File: src/rtl/forward_hazard_unit.sv
// ============================================================================
// forward_hazard_unit
//
// Purpose:
//   EX-stage operand forwarding and pipeline hazard control for the 5-stage
//   pipelined CPU. It tracks the destination registers of the instructions
//   now in EX and MEM in a small scoreboard. From that it produces:
//     - registered forwarding selects for the instruction entering EX
//       (0 = register file, 1 = EX/MEM result, 2 = MEM/WB result);
//     - combinational stall/flush controls for load-use hazards and
//       taken-branch redirects.
//
// Ports:
//   clk, rst                 clock (rising edge), async active-high reset
//   id_valid                 ID stage holds a real instruction
//   id_rs, id_rt             source registers of the ID instruction
//   id_rs_used, id_rt_used   ID instruction actually reads rs / rt
//   id_rd                    destination register of the ID instruction
//   id_reg_write             ID instruction writes id_rd
//   id_mem_to_reg            ID instruction is a load
//   ex_branch_taken          branch/jump in EX is taken (redirect now)
//   fwd_a_sel, fwd_b_sel     operand A/B mux selects for EX (registered)
//   stall                    hold PC and IF/ID this cycle
//   ifid_flush               zero IF/ID at the next edge
//   idex_flush               bubble into ID/EX at the next edge
//   stall_cnt, flush_cnt     performance counters (HAZARD_PERF_CNT_EN only)
//
// Optional feature:
//   Define HAZARD_PERF_CNT_EN to add the 32-bit stall_cnt and flush_cnt
//   outputs. Without it the ports and counters are absent.
// ============================================================================
module forward_hazard_unit #(
    parameter int REG_ADDR_W = 5,
    parameter int SEL_W      = 2
) (
    input  logic                  clk,
    input  logic                  rst,
    input  logic                  id_valid,
    input  logic [REG_ADDR_W-1:0] id_rs,
    input  logic [REG_ADDR_W-1:0] id_rt,
    input  logic                  id_rs_used,
    input  logic                  id_rt_used,
    input  logic [REG_ADDR_W-1:0] id_rd,
    input  logic                  id_reg_write,
    input  logic                  id_mem_to_reg,
    input  logic                  ex_branch_taken,
    output logic [SEL_W-1:0]      fwd_a_sel,
    output logic [SEL_W-1:0]      fwd_b_sel,
    output logic                  stall,
    output logic                  ifid_flush,
    output logic                  idex_flush
`ifdef HAZARD_PERF_CNT_EN
    ,
    output logic [31:0]           stall_cnt,
    output logic [31:0]           flush_cnt
`endif
);

    localparam logic [SEL_W-1:0] SEL_RF    = SEL_W'(0);
    localparam logic [SEL_W-1:0] SEL_EXMEM = SEL_W'(1);
    localparam logic [SEL_W-1:0] SEL_MEMWB = SEL_W'(2);

    typedef enum logic {
        RUN      = 1'b0,
        LU_STALL = 1'b1
    } state_t;

    state_t                state;

    // Scoreboard: destination of the instruction in EX and in MEM.
    logic [REG_ADDR_W-1:0] ex_rd;
    logic                  ex_we;
    logic                  ex_load;
    logic [REG_ADDR_W-1:0] mem_rd;
    logic                  mem_we;

    logic                  load_use;
    logic                  id_advance;
    logic [SEL_W-1:0]      fwd_a_next;
    logic [SEL_W-1:0]      fwd_b_next;

    // ex_we is never set for r0, so a load into r0 cannot trigger a stall;
    // the explicit rd check keeps that true regardless of how we is loaded.
    assign load_use = id_valid && ex_load && ex_we && (ex_rd != '0) &&
                      ((id_rs_used && (id_rs == ex_rd)) ||
                       (id_rt_used && (id_rt == ex_rd)));

    // Hazard controls. A taken branch wins over a load-use stall because the
    // dependent instruction in ID is on the wrong path and gets flushed.
    always_comb begin
        stall      = 1'b0;
        ifid_flush = 1'b0;
        idex_flush = 1'b0;
        if (!rst) begin
            if (ex_branch_taken) begin
                ifid_flush = 1'b1;
                idex_flush = 1'b1;
            end else if (load_use) begin
                stall      = 1'b1;
                idex_flush = 1'b1;
            end
        end
    end

    assign id_advance = !stall && !idex_flush;

    // Selects for the instruction about to enter EX. The current EX entry
    // moves to MEM at the same edge, hence select 1; the MEM entry moves to
    // WB, hence select 2. The EX entry is the younger producer and wins.
    always_comb begin
        fwd_a_next = SEL_RF;
        if (id_rs_used && (id_rs != '0)) begin
            if (ex_we && (ex_rd == id_rs)) begin
                fwd_a_next = SEL_EXMEM;
            end else if (mem_we && (mem_rd == id_rs)) begin
                fwd_a_next = SEL_MEMWB;
            end
        end
    end

    always_comb begin
        fwd_b_next = SEL_RF;
        if (id_rt_used && (id_rt != '0)) begin
            if (ex_we && (ex_rd == id_rt)) begin
                fwd_b_next = SEL_EXMEM;
            end else if (mem_we && (mem_rd == id_rt)) begin
                fwd_b_next = SEL_MEMWB;
            end
        end
    end

    // FSM, scoreboard shift and registered forwarding selects.
    // LU_STALL marks the single bubble cycle of a load-use stall. By then the
    // load sits in MEM and EX holds the bubble, so no new match can arise; if
    // one did it would be handled exactly as in RUN.
    always_ff @(posedge clk or posedge rst) begin
        if (rst) begin
            state     <= RUN;
            ex_rd     <= '0;
            ex_we     <= 1'b0;
            ex_load   <= 1'b0;
            mem_rd    <= '0;
            mem_we    <= 1'b0;
            fwd_a_sel <= SEL_RF;
            fwd_b_sel <= SEL_RF;
        end else begin
            mem_rd <= ex_rd;
            mem_we <= ex_we;

            if (id_advance) begin
                ex_rd     <= id_rd;
                ex_we     <= id_reg_write && id_valid && (id_rd != '0);
                ex_load   <= id_mem_to_reg && id_valid;
                fwd_a_sel <= fwd_a_next;
                fwd_b_sel <= fwd_b_next;
            end else begin
                ex_rd     <= '0;
                ex_we     <= 1'b0;
                ex_load   <= 1'b0;
                fwd_a_sel <= SEL_RF;
                fwd_b_sel <= SEL_RF;
            end

            unique case (state)
                RUN: begin
                    state <= (!ex_branch_taken && load_use) ? LU_STALL : RUN;
                end
                LU_STALL: begin
                    state <= (!ex_branch_taken && load_use) ? LU_STALL : RUN;
                end
            endcase
        end
    end

`ifdef HAZARD_PERF_CNT_EN
    // Free-running event counters; they wrap naturally at 2^32.
    always_ff @(posedge clk or posedge rst) begin
        if (rst) begin
            stall_cnt <= '0;
            flush_cnt <= '0;
        end else begin
            if (stall) begin
                stall_cnt <= stall_cnt + 32'd1;
            end
            if (ifid_flush) begin
                flush_cnt <= flush_cnt + 32'd1;
            end
        end
    end
`endif

endmodule

File: config.mk
export PLATFORM = sky130hd
export DESIGN_NAME = forward_hazard_unit
export DESIGN_NICKNAME = d
export VERILOG_FILES = /design/src/rtl/forward_hazard_unit.sv
export SDC_FILE = /design/constraint.sdc
export NUM_CORES = 1
export LEC_CHECK = 0
export ABC_AREA = 1
export BUFFER_PORTS_ARGS = -buffer_cell sky130_fd_sc_hd__buf_2
export CORE_UTILIZATION = 49
export DETAILED_ROUTE_END_ITERATION = 6
export GPL_ROUTABILITY_DRIVEN = 0
export PLACE_DENSITY = 0.77
export SLEW_MARGIN = 10
export SYNTH_ARGS = -nofsm -noshare
export SYNTH_HDL_FRONTEND = slang
export SYNTH_SLANG_ARGS = --single-unit
File: constraint.sdc
create_clock -name clk -period 1.5 [get_ports clk]
set_input_delay 0.075 -clock clk [delete_from_list [all_inputs] [get_ports clk]]
set_output_delay 0.075 -clock clk [all_outputs]
set_load 0.005 [all_outputs]
Yosys cells after proc, flatten, opt, wreduce, memory -nomap -nowiden
Index checks and enable logic that the tools add are counted.
- input bits: 23
- word-level logic and storage cells: 54
- bits in registers: 17
- output and inout bits: 7
- equal/unequal tests: 6
- multiplexer cells: 18
- reductions and logical operators: 23
- operator list (cell ; count):
    $eq 5x5->1 ; 6
    $reduce_bool 5->1 ; 4
    $logic_and 1x1->1 ; 16
    $mux 2 ; 8
    $mux 1 ; 9
    $mux 5 ; 1
    $logic_not 1->1 ; 2
    $logic_or 1x1->1 ; 1

Longest topological paths before layout
Gate-level depths: netlist of the first run.
- depth in word-level cells: 10
- mapped depth: 10
- gate-level depth less buffers: 9

Least setup slack after synthesis of the first run
Ideal clock, no wire load.
- kind: in2reg
- start: in rst
- end: reg ex_we
- slack: 0.178 ns
- path buffers: 1
- stages: 8
- arrival: 1.191 ns
- cells stage by stage: inv_1 -> nand4_1 -> a31o_2 -> inv_1 -> nand2_2 -> nand2_4 -> buf_12 -> nor2_2
- word-level cells in the longest chain between the ends: 4
- ends and longest elaborated chain (element ; RTL line ; source):
    start: declaration ; 37 ; input logic rst,
    $mux 1 ; 94 ; if (!rst) begin
    named net idex_flush ; 51 ; output logic idex_flush
    $logic_not 1->1 ; 105 ; assign id_advance = !stall && !idex_flush;
    $logic_and 1x1->1 ; 105 ;
    $mux 1 ; 150 ; if (id_advance) begin
    end signal: assignment ; 152 ; ex_we <= id_reg_write && id_valid && (id_rd != '0);
    end: declaration ; 72 ; logic ex_we;
The timed path passes the listed nets, and every way through them passes these cells.

Worst setup path in the final report of the first run
- start: reg ex_rd[4]
- end: out stall
- word-level cells in the longest chain between the ends: 7
- ends and longest elaborated chain (element ; RTL line ; source):
    start: declaration ; 71 ; logic [REG_ADDR_W-1:0] ex_rd;
    start signal: assignment ; 151 ; ex_rd <= id_rd;
    $eq 5x5->1, on equally long branches ; 85, 86 ;
    $logic_and 1x1->1, on equally long branches ; 85, 86 ;
    $logic_or 1x1->1 ; 85 ; ((id_rs_used && (id_rs == ex_rd)) ||
    $logic_and 1x1->1 (*) ; 84 ; assign load_use = id_valid && ex_load && ex_we && (ex_rd != '0) &&
    $mux 1 (*) ; 98 ; end else if (load_use) begin
    $mux 1 (*) ; 95 ; if (ex_branch_taken) begin
    $mux 1 (*) ; 94 ;
    end: declaration ; 49 ; output logic stall,
Every way passes the cells marked *; elsewhere a longest branch is shown, timed or not.

==> impl_metrics.toml, run 1 <==
[run_status]
status = "finished, violations left"
violations = "negative setup slack"

[die]
placementRows = 15
fp.dieH_microns = 46.6
die_x_microns = 46.6
io_pins = 30
die-area_sq_um = 2170
core_area_sq_um = 1800
start_util = 0.541

[worst_setup_path]
r2r_start = "ex_rd[4]"
cp_slowest_stage_delay_ns = 0.47
crit_path_start_kind = "flip-flop"
worst-setup-path-type = "flip-flop to output port"
critPathSlowestCell = "dfrtp_1"
crit_chain = "xnor2_1 > nand4_1 > nand2_1 > nand2_2 > nor2_1 > buf_2"
crit_fanout = 4
path_buf_inv = 1
crit_family = "simple AND/OR/NAND/NOR gates"
arrival_ns = 1.69
required_ns = 1.42
cp-startpoint = "ex_rd[4]"
crit_path_end_kind = "output port"

[sta]
slew_headroom = 0.475
worst_pin_slew_ns = 0.785
slew_viol_final = 0
finalWorstSetupSlack_ns = -0.267
fin_crit_ns = 1.77
hold_slack_ns = 0.00270
skew_ns = 0.00667
rsz0062_at_grt = "yes"
timing.fmax_mhz = 566
hold_viol = 0
min_period_over_period = 1.18
setup_violations = 13

[global_route]
first_global_vias = 844
grt_max_degree = 18
overflow = 0
grt_pass1_wl_mm = 3.55
grt_usage = 0.247
grt_antenna_before_repair = 0

[synthesis]
netlist_area_sq_um = 975
syn_avg_cell_area_sq_um = 7.92
ys_types = 22
yosysWarnings = 0
synthCells = 123
synthesis.nets = 146
seq_area_frac_synth = 0.436
synth_seq_cells = 17

[final_layout]
final_cells = 189
area_growth_pct = 29.3
nFillCells = 158
nNetsFinal = 188
drive_gt1_frac = 0.378
design_area_sq_um = 1260
antennaDiodeCount = 0
utilization = 0.699

[clocking]
tritoncts.num_buffers = 3
clockRootBuffer = "clkbuf_4"
cts-htree-levels = 1
cts_buffer_depth = 2
cts_num_sinks = 17
cts_tree = "built"
clkLatencyLatePin_ns = 0.29
clkTransAtPathRegs_ns = 0.10

[route]
viasPerCell = 5.14
wl_per_cell_microns = 13.1
drc_errors = 0
postRouteAntennaNets = 0
dr.pass1.iters = 4
wl_mm = 2.47
drt_iter0_drc = 17
num_vias = 971

[pwr]
p_leak_nw = 0.694
vdd_ir_drop_max_v = 0.000655
p_per_area_nw_per_um2 = 760

[place]
dp_hpwl_mm = 1.80
dp_cells = 177
post_dp_cell_area_sq_um = 1140
io_buffer_count = 29

[min_path]
hp-start = "id_mem_to_reg"
hold_path.class = "primary input to flip-flop"

[job]
maxCapViolCount = 0
-- per-stage QoR --
step                total power, W  setup WS [ns]  TNS [ns]
floorplan                 0.000616          0.178         0
global placement          0.000675          0.166         0
detailed placement        0.000680          0.128         0
CTS                       0.000933         -0.119    -0.182
global route               0.00101         -0.313     -1.51
finish                    0.000957         -0.267    -0.783
-- registers in the layout (all words and copies together) (netlist names) --
register	cells
ex_rd	5
ex_load	1
fwd_b_sel	2
mem_rd	5
mem_we	1
fwd_a_sel	2
ex_we	1
-- cell type report --
| class | count | area [sq um] | share of cell area |
|---|---|---|---|
| flip-flops and latches | 17 | 427 | 0.339 |
| multi-input cells | 83 | 460 | 0.365 |
| inverters | 22 | 82.6 | 0.0655 |
| repair buffers | 38 | 233 | 0.185 |
| clock buffers | 4 | 26.3 | 0.0209 |
| well taps | 25 | 31.3 | 0.0248 |
-- report_power, final --
group,internal (W),switching (W),leakage [nW]
clock,0.000104,0.000143,0.0150
combinational,0.0000946,0.000111,0.462
sequential,0.000480,0.0000253,0.217
-- placed cells by master, fill, tap and decap left out, types with 2 or more instances in the layout --
| cell type | synthesis | routed |
|---|---|---|
| or2_1 | 2 | 2 |
| buf_6 | 0 | 2 |
| nor2_2 | 12 | 12 |
| inv_1 | 21 | 18 |
| nand3_1 | 3 | 3 |
| nand4_1 | 8 | 8 |
| a21oi_1 | 2 | 2 |
| buf_2 | 0 | 28 |
| clkbuf_4 | 0 | 3 |
| buf_4 | 0 | 6 |
| nand2_1 | 30 | 30 |
| inv_2 | 1 | 4 |
| nor2_1 | 7 | 7 |
| o21ai_0 | 3 | 3 |
| dfrtp_1 | 17 | 16 |
| xor2_1 | 4 | 4 |
| xnor2_1 | 4 | 4 |
-- Yosys cell counts --
master | n | area share
nand4_1 | 8 | 0.051
nand2_1 | 30 | 0.12
or2_2 | 1 | 0.0064
nor3_1 | 1 | 0.0051
a211oi_1 | 1 | 0.0077
o21ai_0 | 3 | 0.015
or2_1 | 2 | 0.013
nand3_1 | 3 | 0.015
inv_2 | 1 | 0.0038
inv_1 | 21 | 0.081
nand2_4 | 1 | 0.012
nor2_1 | 7 | 0.027
buf_12 | 1 | 0.021
nor2_2 | 12 | 0.077
xor2_1 | 4 | 0.036
o22ai_1 | 1 | 0.0064
a31o_2 | 1 | 0.0090
dfrtp_1 | 17 | 0.44
nand2_2 | 1 | 0.0064
a21oi_1 | 2 | 0.010
o311ai_0 | 1 | 0.0090
xnor2_1 | 4 | 0.036
-- worst reg2reg max path: stages (launching register included) --
cell and delay (ns):
dfrtp_1 0.47, xnor2_1 0.32, nand4_1 0.16, nand2_1 0.11, nand2_2 0.10, nand2_8 0.08
buf_8 0.15, nor2_2 0.04
-- logic make-up after synthesis --
logic type             synth area share
buffers and inverters             0.105
flip-flops                        0.436
XOR/XNOR                         0.0719
AND/OR/NAND/NOR                   0.329
AO/OA/AOI/OAI                    0.0578
-- worst paths after layout --
kind                              to  slack [ns]  cells after the start
setup / recovery               stall       -0.27                      6
hold / removal               ex_load       0.003                      3
setup reg to reg               ex_we       -0.04                      7
hold reg to reg            mem_rd[3]        0.47                      0
max in group asynchronous   ex_rd[2]        0.38                      4
min in group asynchronous   ex_rd[4]        0.57                      4
-- per-layer routing --
layer  track usage  vias up  wire (microns)
met4         0.106        0              37
li1              -      467               -
met2         0.431       42            1270
met1         0.281      458            1010
met5             0        -               0
met3        0.0588        4             148
-- repair_timing --
item,CTS,global route
pin swaps,1,5
gates resized for setup,3,7
hold buffers,1,0
setup buffers,2,5
setup endpoints to repair,2,13
hold endpoints to repair,17,0
(Power assumes the default switching activity.)
==> inputs of run 2 (changes only) <==
- CORE_UTILIZATION: 49 -> 50
- PLACE_DENSITY: 0.77 -> 0.78
- SKIP_LAST_GASP: default -> 1
- clock period: 1.5 -> 2.3 ns (I/O delays scaled with it)
==> impl_metrics.toml, run 2 (synthesized netlist as in run 1, its figures left out) <==
[route]
drt_iter0_drc = 21
num_vias = 894
wl_mm = 2.08
drc_errors = 0
viasPerCell = 4.91
postRouteAntennaNets = 0
wl_per_cell_microns = 11.4
dr.pass1.iters = 4

[die]
start_util = 0.547
io_pins = 30
fp.dieH_microns = 46.2
core_area_sq_um = 1780
die-area_sq_um = 2130
placementRows = 15
die_x_microns = 46.2

[worst_setup_path]
reg2reg_slack_ns = 0.95
crit_chain = "inv_1 > nand2_1 > nand2_1 > nor2_2 > nand4_1 > nand2_1 > nand2_2 > nand2_4 > buf_2"
r2r_start = "ex_rd[2]"
crit-reg2reg-capture = "ex_we"
r2r_cells = 9
crit_path_start_kind = "flip-flop"
required_ns = 2.18
crit_end = "idex_flush"
crit_path_end_kind = "output port"
critPathMostFrequentCell = "nand2_1"
arrival_ns = 1.61
worst-setup-path-type = "flip-flop to output port"
crit_fanout = 12
critPathSlowestCell = "dfrtp_1"
cp-startpoint = "ex_rd[2]"
cp_slowest_stage_delay_ns = 0.44

[final_layout]
layout_commonest_cell = "nand2_1"
layout_common_cells = "30 x nand2_1, 29 x buf_2, 21 x inv_1"
area_growth_pct = 20.5
antennaDiodeCount = 0
reg.largest.list = "ex_rd x5, mem_rd x5"
nNetsFinal = 181
final_cells = 182
drive_gt1_frac = 0.318

[global_route]
grt_antenna_before_repair = 0
grt_usage = 0.230
first_global_vias = 834
grt_max_degree = 19
grt_pass1_wl_mm = 3.37
overflow = 0

[clocking]
cts-resized-gates = 0
cts_tree = "built"
cts_buffer_depth = 2
cts_num_sinks = 17
clkLatencyLatePin_ns = 0.28
clkTransAtPathRegs_ns = 0.09
tritoncts.num_buffers = 3
clockRootBuffer = "clkbuf_4"
cts-htree-levels = 1

[sta]
min_period_over_period = 0.752
slew_viol_final = 0
rsz0062_at_grt = "no"
hold_viol = 0
worst_pin_slew_ns = 0.395
slew_headroom = 0.733
timing.fmax_mhz = 579
hold_slack_ns = 0.0513
finalSetupTns_ns = 0
fin_crit_ns = 1.73
skew_ns = 0.000683
setup_violations = 0

[job]
maxCapViolCount = 0

[place]
io_buffer_count = 29
dp_hpwl_mm = 1.75
dp_cells = 177

[pwr]
vdd_ir_drop_max_v = 0.000392
p_per_area_nw_per_um2 = 505
p_leak_nw = 0.656

[min_path]
hold_path.class = "primary input to flip-flop"

[run_status]
status = "completed"
==> run 2: per-stage QoR <==
step	instance area, sq um	power, W	worst slack [ns]	util
floorplan	975	0.000402	0.938	-
global placement	1140	0.000440	0.928	0.639
detailed placement	1140	0.000444	0.873	0.639
CTS	1170	0.000599	0.549	0.659
global route	1170	0.000629	0.399	0.659
finish	1170	0.000593	0.571	0.659
==> run 2: final cells by class <==
class                      instances  area (sq um)
clock buffer                       4          26.3
multi-input combinational         83           447
timing repair buffer              31           163
inverter                          22          82.6
tap                               25          31.3
sequential                        17           425
fill                             175           608
==> run 2: worst min-delay path by stage <==
stage,slack (ns),cells after the start,to,start
finish,0.05,3,ex_rd[3],id_rd[3]
global route,0.04,3,ex_rd[2],id_rd[2]
CTS,0.05,3,ex_rd[2],id_rd[2]
detailed placement,0.16,3,ex_load,rst
global placement,0.17,3,ex_rd[4],rst
floorplan,0.06,1,ex_load,rst
==> run 2: report_power, final <==
group / internal [W] / switching (W) / total (W)
logic: 0.0000472 / 0.0000637 / 0.000111
registers: 0.000313 / 0.0000148 / 0.000328
clock network: 0.0000674 / 0.0000872 / 0.000155
total: 0.000427 / 0.000166 / 0.000593
==> run 2: layer usage <==
layer  track usage  wire (microns)
met3        0.0471              91
met5             0               0
met1         0.270             892
met2         0.406            1080
met4        0.0882              12
==> run 2: worst max-delay path, delay by kind of cell (launching register included) <==
| family | cells | cell delay, ns |
|---|---|---|
| buffers and inverters | 2 | 0.23 |
| DFF | 1 | 0.44 |
| and+or+nand+nor | 7 | 0.66 |
==> run 2: repair_timing <==
item / in CTS / in global routing
endpoints found under the hold margin: 17 / 0
setup buffers: 0 / 0
setup endpoints to repair: 0 / 0
hold buffers: 1 / 0
==> inputs of run 3 (changes only) <==
- CORE_UTILIZATION: 50 -> 45
- PLACE_DENSITY: 0.78 -> 0.74
- clock period: 2.3 -> 1.45 ns (I/O delays scaled with it)
==> impl_metrics.toml, run 3 (synthesized netlist as in run 1, its figures left out) <==
[run_status]
status = "finished, violations left"
violations = "negative setup slack"

[sta]
hold_slack_ns = 0.00937
fin_crit_ns = 1.68
finalWorstSetupSlack_ns = -0.230
skew_ns = 0.00365
rsz0062_at_grt = "yes"
slew_headroom = 0.476
timing.fmax_mhz = 595
hold_viol = 0
min_period_over_period = 1.16
setup_violations = 8
slew_viol_final = 0
worst_pin_slew_ns = 0.784

[worst_setup_path]
crit_path_end_kind = "output port"
crit-reg2reg-capture = "fwd_a_sel[1]"
r2r_cells = 9
required_ns = 1.38
worst-setup-path-type = "flip-flop to output port"
crit_fanout = 4
r2r_start = "ex_rd[1]"
reg2reg_slack_ns = -0.13
crit_path_start_kind = "flip-flop"
arrival_ns = 1.61

[final_layout]
reg.largest.list = "ex_rd x5, mem_rd x5"
utilization = 0.631
drive_gt1_frac = 0.366
design_area_sq_um = 1260
nNetsFinal = 185
final_cells = 188
layout_common_cells = "28 x nand2_1, 28 x buf_2, 18 x inv_1"
nFillCells = 182
area_growth_pct = 29.5
antennaDiodeCount = 0

[clocking]
cts_buffer_depth = 2
cts-htree-levels = 1
tritoncts.num_buffers = 3
cts_tree = "built"
clkTransAtPathRegs_ns = 0.10
clockRootBuffer = "clkbuf_4"
cts_num_sinks = 17
clkLatencyLatePin_ns = 0.29

[min_path]
hold_depth = 3
hold_end = "ex_rd[3]"
hold_path.class = "primary input to flip-flop"
hp-start = "id_rd[3]"

[place]
io_buffer_count = 29
dp_cells = 179
dp_hpwl_mm = 1.82
post_dp_cell_area_sq_um = 1140

[pwr]
p_leak_nw = 0.687
vdd_ir_drop_max_v = 0.000756
p_per_area_nw_per_um2 = 780
power_w = 0.000984

[route]
wl_mm = 2.43
drc_errors = 0
postRouteAntennaNets = 0
num_vias = 950
drt_iter0_drc = 22
viasPerCell = 5.05
wl_per_cell_microns = 12.9
dr.pass1.iters = 4

[global_route]
first_global_vias = 894
grt_antenna_before_repair = 0
grt_usage = 0.213
grt_max_degree = 18
overflow = 0
grt_pass1_wl_mm = 3.80

[die]
die_x_microns = 48.5
placementRows = 16
core_area_sq_um = 2000
start_util = 0.487
io_pins = 30
die-area_sq_um = 2360
fp.dieH_microns = 48.5

[job]
maxCapViolCount = 0
==> run 3: cell count changes in the layout (fill, tap and decap cells not counted) <==
cell and change:
buf_12 +1, buf_2 -1, buf_4 +2, buf_6 +1, clkbuf_16 +1, inv_1 -3
inv_2 +3, nand2_1 -2, nand2_2 +2, nand2_4 -1, nand2_8 +1, nor2_2 -1
nor2_4 +1
==> run 3: what timing repair did <==
action	in CTS	in global routing
pin swaps	1	3
setup endpoints to repair	2	13
hold buffers	1	0
buffers inserted	2	1
cloned	0	1
endpoints found under the hold margin	17	0
gates resized for setup	2	9
==> run 3: worst max path at each step <==
stage	slack, ns	from	endpoint
after floorplan	0.13	rst	ex_we
after global placement	0.12	ex_rd[3]	idex_flush
after detailed placement	0.07	ex_rd[3]	idex_flush
after CTS	-0.16	ex_rd[2]	stall
after global routing	-0.29	ex_rd[1]	stall
final	-0.23	ex_rd[1]	stall
==> run 3: stage by stage <==
step	setup slack [ns]	TNS, ns
2_1_floorplan	0.130	0
3_3_place_gp	0.121	0
3_5_place_dp	0.0683	0
4_1_cts	-0.160	-0.535
5_1_grt	-0.286	-1.55
6_report	-0.230	-1.06
==> run 3: layout make-up <==
cell class / instances / area (sq um) / share of cell area
Clock buffer: 4 / 26.3 / 0.0208
Inverter: 22 / 82.6 / 0.0654
Multi-Input combinational cell: 83 / 465 / 0.369
Sequential cell: 17 / 425 / 0.337
Tap cell: 27 / 33.8 / 0.0268
Timing Repair Buffer: 35 / 229 / 0.181
==> run 3: routing by layer <==
layer	global-route usage	vias to the layer above	wire length, microns
met2	0.385	36	1320
met5	0	-	0
met3	0.0283	6	130
met1	0.250	443	923
li1	-	465	-
met4	0.0931	0	59
==> run 3: worst max-delay path, stage by stage, from the launching register on <==
cell and delay, ns:
dfrtp_1 0.44, xor2_1 0.17, nor2_1 0.14, nand4_1 0.13, nand2_1 0.12, nand2_2 0.11, nor2_1 0.10, buf_2 0.12
==> run 3: power by group <==
group / internal (W) / switching, W
logic: 0.0000950 / 0.000115
registers: 0.000496 / 0.0000240
clock network: 0.000107 / 0.000147
total: 0.000698 / 0.000286
